$ cat src/rtl/sync_fifo_if.sv
`default_nettype none
// ============================================================================
// Module      : sync_fifo_if
// Description : Handshake/status bundle for sync_fifo. The "master" modport is
//               the producer/consumer side, the "slave" modport is the FIFO.
// Revision    : 1.0 - initial release
// ============================================================================
interface sync_fifo_if #(
    parameter int AW = 3,
    parameter int DW = 32
);
    logic          wr_en;
    logic [DW-1:0] wr_data;
    logic          rd_en;
    logic [DW-1:0] rd_data;
    logic          rd_valid;
    logic          full;
    logic          empty;
    logic          afull;
    logic          aempty;
    logic [AW:0]   afull_th;
    logic [AW:0]   aempty_th;
    logic [AW:0]   level;
    logic          overflow;
    logic          underflow;
    logic          flag_clr;
    logic [AW:0]   peak_level;

    modport master (
        output wr_en, wr_data, rd_en, afull_th, aempty_th, flag_clr,
        input  rd_data, rd_valid, full, empty, afull, aempty, level,
               overflow, underflow, peak_level
    );

    modport slave (
        input  wr_en, wr_data, rd_en, afull_th, aempty_th, flag_clr,
        output rd_data, rd_valid, full, empty, afull, aempty, level,
               overflow, underflow, peak_level
    );
endinterface
`default_nettype wire

$ cat src/rtl/sync_fifo.sv
`default_nettype none
// ============================================================================
// Module      : sync_fifo
// Description : Single-clock FIFO, depth 2**AW, with first-word-fall-through
//               (FWFT=1) or registered-read (FWFT=0) output, runtime
//               almost-full/almost-empty thresholds, exact fill level and
//               sticky overflow/underflow flags.
//               Optional macro SYNC_FIFO_WMARK_EN adds a high-water-mark
//               register on peak_level; otherwise peak_level is tied to 0.
// Revision    : 1.0 - initial release
// ============================================================================
module sync_fifo #(
    parameter int AW   = 3,
    parameter int DW   = 32,
    parameter int FWFT = 1
) (
    input wire          clk,
    input wire          reset,
    sync_fifo_if.slave  bus
);

    localparam int          DP      = 1 << AW;
    // Level value meaning "completely full" (MSB set, rest clear).
    localparam logic [AW:0] c_depth = {1'b1, {AW{1'b0}}};

    // Pointers carry one extra wrap bit so that full and empty differ.
    logic [AW:0]   wr_ptr_q, wr_ptr_d;
    logic [AW:0]   rd_ptr_q, rd_ptr_d;
    logic          overflow_q, overflow_d;
    logic          underflow_q, underflow_d;

    // Storage is deliberately not reset.
    logic [DW-1:0] mem_q [DP];

    logic [AW:0]   w_level;
    logic          w_full;
    logic          w_empty;
    logic          w_wr_acc;
    logic          w_rd_acc;

    // Occupancy and accept decisions, all from start-of-cycle state.
    always_comb begin
        w_level  = wr_ptr_q - rd_ptr_q;
        w_full   = (w_level == c_depth);
        w_empty  = (w_level == '0);
        w_wr_acc = bus.wr_en & ~w_full;
        w_rd_acc = bus.rd_en & ~w_empty;
    end

    // Next pointers and sticky error flags; a new error beats flag_clr.
    always_comb begin
        wr_ptr_d    = wr_ptr_q;
        rd_ptr_d    = rd_ptr_q;
        overflow_d  = overflow_q;
        underflow_d = underflow_q;
        if (w_wr_acc) begin
            wr_ptr_d = wr_ptr_q + 1'b1;
        end
        if (w_rd_acc) begin
            rd_ptr_d = rd_ptr_q + 1'b1;
        end
        if (bus.flag_clr) begin
            overflow_d  = 1'b0;
            underflow_d = 1'b0;
        end
        if (bus.wr_en && w_full) begin
            overflow_d = 1'b1;
        end
        if (bus.rd_en && w_empty) begin
            underflow_d = 1'b1;
        end
    end

    // Pointer and flag registers, cleared asynchronously.
    always_ff @(posedge clk or posedge reset) begin
        if (reset) begin
            wr_ptr_q    <= '0;
            rd_ptr_q    <= '0;
            overflow_q  <= 1'b0;
            underflow_q <= 1'b0;
        end else begin
            wr_ptr_q    <= wr_ptr_d;
            rd_ptr_q    <= rd_ptr_d;
            overflow_q  <= overflow_d;
            underflow_q <= underflow_d;
        end
    end

    // Storage write on accepted write only.
    always_ff @(posedge clk) begin
        if (w_wr_acc) begin
            mem_q[wr_ptr_q[AW-1:0]] <= bus.wr_data;
        end
    end

    // Read-side presentation depends on the selected read mode.
    generate
        if (FWFT != 0) begin : g_fwft
            // Head word is visible combinationally whenever data is held.
            assign bus.rd_data  = mem_q[rd_ptr_q[AW-1:0]];
            assign bus.rd_valid = ~w_empty;
        end else begin : g_reg_read
            logic [DW-1:0] rd_data_q, rd_data_d;
            logic          rd_valid_q, rd_valid_d;

            // Capture the popped word; hold the last value otherwise.
            always_comb begin
                rd_data_d  = rd_data_q;
                rd_valid_d = w_rd_acc;
                if (w_rd_acc) begin
                    rd_data_d = mem_q[rd_ptr_q[AW-1:0]];
                end
            end

            // Read data register, one cycle after the accepted read.
            always_ff @(posedge clk or posedge reset) begin
                if (reset) begin
                    rd_data_q  <= '0;
                    rd_valid_q <= 1'b0;
                end else begin
                    rd_data_q  <= rd_data_d;
                    rd_valid_q <= rd_valid_d;
                end
            end

            assign bus.rd_data  = rd_data_q;
            assign bus.rd_valid = rd_valid_q;
        end
    endgenerate

`ifdef SYNC_FIFO_WMARK_EN
    logic [AW:0] peak_level_q, peak_level_d;

    // High-water mark follows the registered level, so it lags it by a cycle.
    always_comb begin
        peak_level_d = peak_level_q;
        if (bus.flag_clr) begin
            peak_level_d = w_level;
        end else if (w_level > peak_level_q) begin
            peak_level_d = w_level;
        end
    end

    // High-water-mark register.
    always_ff @(posedge clk or posedge reset) begin
        if (reset) begin
            peak_level_q <= '0;
        end else begin
            peak_level_q <= peak_level_d;
        end
    end

    assign bus.peak_level = peak_level_q;
`else
    assign bus.peak_level = '0;
`endif

    // Status outputs; thresholds are compared live every cycle.
    assign bus.level     = w_level;
    assign bus.full      = w_full;
    assign bus.empty     = w_empty;
    assign bus.afull     = (w_level >= bus.afull_th);
    assign bus.aempty    = (w_level <= bus.aempty_th);
    assign bus.overflow  = overflow_q;
    assign bus.underflow = underflow_q;

endmodule
`default_nettype wire

$ cat src/flat_wrapper.sv
// flat-port wrapper written by rule: the top's interface ports become plain ports
module sync_fifo_flat 
#(
    parameter int AW   = 3,
    parameter int DW   = 32,
    parameter int FWFT = 1
)
  (clk, reset, bus_wr_en, bus_wr_data, bus_rd_en, bus_afull_th, bus_aempty_th, bus_flag_clr, bus_rd_data, bus_rd_valid, bus_full, bus_empty, bus_afull, bus_aempty, bus_level, bus_overflow, bus_underflow, bus_peak_level);
  sync_fifo_if #(.AW(AW), .DW(DW)) bus_i ();
  input wire clk;
  input wire reset;
  input wire logic [$bits(bus_i.wr_en)-1:0] bus_wr_en;
  input wire logic [$bits(bus_i.wr_data)-1:0] bus_wr_data;
  input wire logic [$bits(bus_i.rd_en)-1:0] bus_rd_en;
  input wire logic [$bits(bus_i.afull_th)-1:0] bus_afull_th;
  input wire logic [$bits(bus_i.aempty_th)-1:0] bus_aempty_th;
  input wire logic [$bits(bus_i.flag_clr)-1:0] bus_flag_clr;
  output wire logic [$bits(bus_i.rd_data)-1:0] bus_rd_data;
  output wire logic [$bits(bus_i.rd_valid)-1:0] bus_rd_valid;
  output wire logic [$bits(bus_i.full)-1:0] bus_full;
  output wire logic [$bits(bus_i.empty)-1:0] bus_empty;
  output wire logic [$bits(bus_i.afull)-1:0] bus_afull;
  output wire logic [$bits(bus_i.aempty)-1:0] bus_aempty;
  output wire logic [$bits(bus_i.level)-1:0] bus_level;
  output wire logic [$bits(bus_i.overflow)-1:0] bus_overflow;
  output wire logic [$bits(bus_i.underflow)-1:0] bus_underflow;
  output wire logic [$bits(bus_i.peak_level)-1:0] bus_peak_level;
  assign bus_i.wr_en = bus_wr_en;
  assign bus_i.wr_data = bus_wr_data;
  assign bus_i.rd_en = bus_rd_en;
  assign bus_i.afull_th = bus_afull_th;
  assign bus_i.aempty_th = bus_aempty_th;
  assign bus_i.flag_clr = bus_flag_clr;
  assign bus_rd_data = bus_i.rd_data;
  assign bus_rd_valid = bus_i.rd_valid;
  assign bus_full = bus_i.full;
  assign bus_empty = bus_i.empty;
  assign bus_afull = bus_i.afull;
  assign bus_aempty = bus_i.aempty;
  assign bus_level = bus_i.level;
  assign bus_overflow = bus_i.overflow;
  assign bus_underflow = bus_i.underflow;
  assign bus_peak_level = bus_i.peak_level;
  sync_fifo #(.AW(AW), .DW(DW), .FWFT(FWFT)) u_core (.clk(clk), .reset(reset), .bus(bus_i));
endmodule
$ cat config.mk
export PLATFORM = sky130hd
export DESIGN_NAME = sync_fifo_flat
export DESIGN_NICKNAME = d
export VERILOG_FILES = /design/src/rtl/sync_fifo_if.sv /design/src/rtl/sync_fifo.sv /design/src/flat_wrapper.sv
export SDC_FILE = /design/constraint.sdc
export NUM_CORES = 1
export LEC_CHECK = 0
export ABC_AREA = 1
export CORE_MARGIN = 10
export CORE_UTILIZATION = 50
export DETAILED_ROUTE_END_ITERATION = 12
export MAX_ROUTING_LAYER = met4
export PLACE_DENSITY = 0.7
export SLEW_MARGIN = 20
export SYNTH_ARGS = -nofsm -noshare
export SYNTH_HDL_FRONTEND = slang
export SYNTH_SLANG_ARGS = --single-unit
$ cat constraint.sdc
create_clock -name clk -period 9.1 [get_ports clk]
set_input_delay 1.365 -clock clk [delete_from_list [all_inputs] [get_ports clk]]
set_output_delay 1.365 -clock clk [all_outputs]
set_load 0.05 [all_outputs]
-- Yosys cells after proc, flatten, opt, wreduce, memory -nomap -nowiden
Memories as Yosys holds them, arrays and structs flattened.
Cells that the tools add are included.
- bits in registers: 10
- bits in writable memories: 256
- input port bits: 45
- output and inout port bits: 47
- word-level logic and storage cells: 25
- memories: 1
- add/sub/neg operators: 3
- order comparisons: 2
- equality and inequality tests: 1
- mux-type cells: 5
- bitwise logic cells: 4
- reduce and logical (&&, ||, !) cells: 5
- memories (memory ; depth ; width ; rd ports ; clocked after memory_dff ; wr ports ; line ; RTL):
    u_core.mem_q ; 8 ; 32 ; 1 ; 0 ; 1 ; sync_fifo.sv:33 ; logic [DW-1:0] mem_q [DP];
- operators by type and width (cell ; count):
    $add 4x1->4 const B ; 2
    $mux 1 ; 5
    $eq 4x4->1 const B ; 1
    $ge 4x4->1 ; 1
    $le 4x4->1 ; 1
    $logic_not 4->1 ; 1
    $reduce_bool 2->1 ; 2
    $sub 4x4->4 ; 1
    $and 1x1->1 ; 2
    $logic_and 1x1->1 ; 2
    $not 1->1 ; 2

-- Longest topological paths before layout
- word-level depth: 6
- gate-level depth with buffers: 12

-- Worst setup path after synthesis
Ideal clock, no wire load.
- path kind: register -> output
- from: register u_core.rd_ptr_q[2]
- to: output bus_aempty
- arrival time: 3.082 ns
- required time: 7.735 ns
- slack: 4.653 ns
- stages on the path, launching flop included: 12
- cell sequence: dfrtp_1 buf_2 inv_1 buf_1 ha_1 a21oi_1 nand2_1 nand2_1 nand2_1 ha_1 nand2_1 o21ai_0
- cells in the longest elaborated chain, start to end: 2
- ends and longest elaborated chain (item ; line ; RTL):
    start: declaration ; sync_fifo.sv:28 ; logic [AW:0] rd_ptr_q, rd_ptr_d;
    start signal: assignment ; sync_fifo.sv:83 ; rd_ptr_q <= rd_ptr_d;
    $sub 4x4->4 ; sync_fifo.sv:43 ; w_level = wr_ptr_q - rd_ptr_q;
    $le 4x4->1 ; sync_fifo.sv:163 ; assign bus.aempty = (w_level <= bus.aempty_th);
    end: declaration ; flat_wrapper.sv:23 ; output wire logic [$bits(bus_i.aempty)-1:0] bus_aempty;
No other way between the ends.

-- Final worst setup path
- from: register u_core.rd_ptr_q[0]
- to: output bus_rd_data[2]
- cells in the longest elaborated chain, start to end: 1
- ends and longest elaborated chain (item ; line ; RTL):
    $mem_v2 8x32 ; - ;
    end: declaration ; flat_wrapper.sv:18 ; output wire logic [$bits(bus_i.rd_data)-1:0] bus_rd_data;
No other way between the ends.

==> run_results.csv <==
group,metric,value,unit
cells_and_area,drive_gt1_frac,0.0770,
detailed_routing,drt_pass1_iterations,5,
placed_design,dpl_cell_area,11900,sq um
global_route,use_met2,0.269,
critical_path,cp-start-kind,"flop",
critical_path,reg2reg_from,"u_core.rd_ptr_q[0]",
sta,setup_viol,0,
die,ios,92,
worst_hold_path,hold_depth,2,
power_and_ir_drop,p_int,2.89,mW
die,rows,53,
clocking,cts_root_buf,"clkbuf_16",
clocking,cts_tree,"built",
yosys,yosys.area_share.simple,0.109,
clocking,cts.sinks,266,
cells_and_area,final_area,12800,sq um
critical_path,critPathCaptureType,"primary output",
global_route,grt_pass1_wl,37200,um
sta,period_share,0.573,
clocking,clk_pin_slew,60,ps
detailed_routing,drt-total-wl,23600,um
clocking,htreeDepth,1,
sta,holdWs,484,ps
die,die_area,27900,sq um
placed_design,numPortBuffers,87,
yosys,synth-main-ff-cell,"edfxtp_1",
run_status,status,"complete, no violations",
clocking,clockBufferDepth,3,
detailed_routing,vias_per_cell,5.62,
die,start_util,0.512,
cells_and_area,stdcell_count,1236,
sta,worst_slew_pin_slew,896,ps
critical_path,path_max_fanout,65,
yosys,yosys.area_share.xor_xnor,0.00324,
power_and_ir_drop,leakagePower,4.46,nW
sta,clock_skew,10.4,ps
global_route,use_met3,0.0260,
power_and_ir_drop,worst_ir_drop_vdd,0.278,mV
yosys,synth_compound_area_frac,0.0999,
critical_path,r2r-end,"u_core.mem_q[4][9]",
yosys,synth-seq-cells,266,
placed_design,gp_congestion,0.756,
yosys,yosysWarningCount,0,
yosys,synth_area,10800,sq um
critical_path,ff2ff_path_depth,11,
worst_hold_path,holdCritStartpoint,"u_core.bus.overflow",
sta,fmax,192,MHz
sta,max_slew_margin,0.403,
sta,hold_viol,0,
worst_hold_path,hold_end,"u_core.bus.overflow",
cells_and_area,final_core_util,0.603,
critical_path,reg2reg_slack,5470,ps
worst_hold_path,min_path_type,"reg2reg",
yosys,synth_cell_type_count,27,
power_and_ir_drop,p_switching,2.14,mW
detailed_routing,dr_total_vias,6943,
power_and_ir_drop,p_seq_frac,0.327,
global_route,grt_max_degree,91,
sta,rsz0062_at_grt,"false",
clocking,cts-resized-gates,0,
die,die_w,167,um
critical_path,critPathArrivalTime,3850,ps
cells_and_area,antenna_cells,0,
cells_and_area,area_growth,17.8,%
yosys,synth-edff-count,256,
cells_and_area,fin_nets,999,
yosys,muxShareOfSynthArea,0,
global_route,grt_overflow,0,
clocking,cts_setup_buffers,0,
job,drv_cap,0,
power_and_ir_drop,p_comb_frac,0.457,
clocking,cts_buffers,27,
global_route,grt.total_usage,0.169,
global_route,grt_util_met1,0.222,
detailed_routing,initialDrtViolationCount,627,
yosys,synthAdderAreaFrac,0.0146,
die,dieHeight,167,um
sta,tns,0,ps
yosys,synth-seq-area-share,0.733,
placed_design,dp.cells,1188,
placed_design,dpl.hpwl,12800,um
yosys,syn_inst,863,
sta,drv_slew,0,
global_route,busiest_layer,"met2",
detailed_routing,wire_per_inst,19.1,um
detailed_routing,ant_nets,0,
global_route,grt_pass1_vias,6904,
yosys,syn_avg_cell_area,12.5,sq um
sta,min_period,5220,ps
yosys,synthArstFlopShare,0.0376,
die,core_area,21200,sq um
power_and_ir_drop,clkPwrFrac,0.216,
yosys,synth_top_family_by_area,"simple AND/OR/NAND/NOR gates",
critical_path,cp_data_required_time,7740,ps
power_and_ir_drop,power.density,394,nW/um^2
clocking,clkLatencyLatePin,520,ps
global_route,antenna_found_initial,0,
detailed_routing,route.detailed.drc,0,
power_and_ir_drop,p_sw_frac,0.426,
critical_path,path_class,"reg2out",
clocking,ctsHoldBuffers,0,
-- worst max-delay path by stage --
stage / cells past startpoint / endpoint / from / slack, ps
CTS: 7 / bus_rd_data[2] / u_core.rd_ptr_q[0] / 3870
floorplan: 11 / bus_aempty / u_core.rd_ptr_q[2] / 4650
detailed placement: 7 / bus_rd_data[2] / u_core.rd_ptr_q[0] / 4450
global placement: 7 / bus_aempty / bus_aempty_th[3] / 4440
finish: 7 / bus_rd_data[2] / u_core.rd_ptr_q[0] / 3880
global route: 7 / bus_rd_data[2] / u_core.rd_ptr_q[0] / 3670
-- layout by cell type (no fill, tap or decap) --
| cell | n |
|---|---|
| or2_1 | 1 |
| fa_1 | 1 |
| buf_4 | 14 |
| clkdlybuf4s50_1 | 87 |
| nand2_2 | 1 |
| clkbuf_1 | 8 |
| clkbuf_16 | 27 |
| o21ai_1 | 45 |
| o22ai_1 | 64 |
| inv_4 | 1 |
| clkinvlp_4 | 2 |
| nand3_1 | 15 |
| nor2_2 | 2 |
| xor2_1 | 4 |
| nor2_4 | 8 |
| dfrtp_4 | 1 |
| nor2_1 | 132 |
| edfxtp_1 | 256 |
| o21ai_0 | 86 |
| bufinv_16 | 3 |
| nand3_2 | 2 |
| clkbuf_8 | 3 |
| dfrtp_2 | 1 |
| ha_1 | 11 |
| conb_1 | 4 |
| nand2_1 | 142 |
| inv_2 | 5 |
| inv_1 | 16 |
| dfrtp_1 | 8 |
| clkinv_2 | 4 |
| clkinv_1 | 2 |
| a21oi_1 | 5 |
-- stage by stage --
stage	total power [mW]	setup slack, ps
global placement	3.95	4440
detailed placement	3.99	4450
global route	5.30	3670
CTS	5.07	3870
finish	5.03	3880
floorplan	3.31	4650
-- Yosys cell counts (2+ instances only) --
library cell / number / area [sq um]
edfxtp_1: 256 / 7690
nand2_1: 142 / 533
nor2_1: 140 / 526
o21ai_0: 86 / 430
o22ai_1: 64 / 400
o21ai_1: 45 / 225
clkbuf_1: 16 / 60.1
inv_1: 16 / 60.1
nand3_1: 15 / 75.1
buf_2: 14 / 70.1
ha_1: 11 / 138
buf_6: 10 / 113
dfrtp_1: 10 / 250
buf_4: 9 / 67.6
a21oi_1: 5 / 25.0
inv_2: 5 / 18.8
buf_1: 4 / 15.0
xor2_1: 4 / 35.0
nand3_2: 2 / 20.0
nor2_2: 2 / 12.5
-- sequential cells by signal (all words and copies together) (netlist names) --
name,cells
u_core.mem_q,256
u_core.rd_ptr_q,4
u_core.wr_ptr_q,4
u_core.bus.overflow,1
u_core.bus.underflow,1
-- per-layer routing --
metal | up-vias | wire length [um]
met5 | - | 0
met3 | 33 | 1640
met1 | 3400 | 10400
met4 | 0 | 398
li1 | 3247 | -
met2 | 263 | 11200
-- area by class of cell --
class	count	area, sq um
Inverter	23	88.8
Fill cell	1645	8400
Multi-Input combinational cell	523	2530
Sequential cell	266	7940
Clock buffer	38	747
Clock inverter	10	129
Tap cell	275	344
Timing Repair Buffer	101	976
-- worst max-delay path, stage by stage (launching register included) --
cell and delay [ps]:
dfrtp_4 680, inv_4 590, buf_4 680, o21ai_0 180, o22ai_1 150, nand2_1 70, nand2_1 100, clkdlybuf4s50_1 810
-- power by group through the flow --
stage / Clock (mW) / Sequential (mW) / Combinational [mW]
global route: 1.14 / 1.66 / 2.50
finish: 1.09 / 1.64 / 2.30
CTS: 1.10 / 1.64 / 2.33
detailed placement: 0 / 1.67 / 2.32
floorplan: 0 / 1.64 / 1.67
global placement: 0 / 1.66 / 2.29
-- logic make-up after synthesis --
group                    Yosys count
AO/OA/AOI/OAI                    200
AND/OR/NAND/NOR                  303
other                              1
XOR/XNOR                           4
flip-flops                       266
buffers and inverters             77
adder cells (fa/ha/maj)           12
No activity file was read; power rests on OpenSTA's default activity.
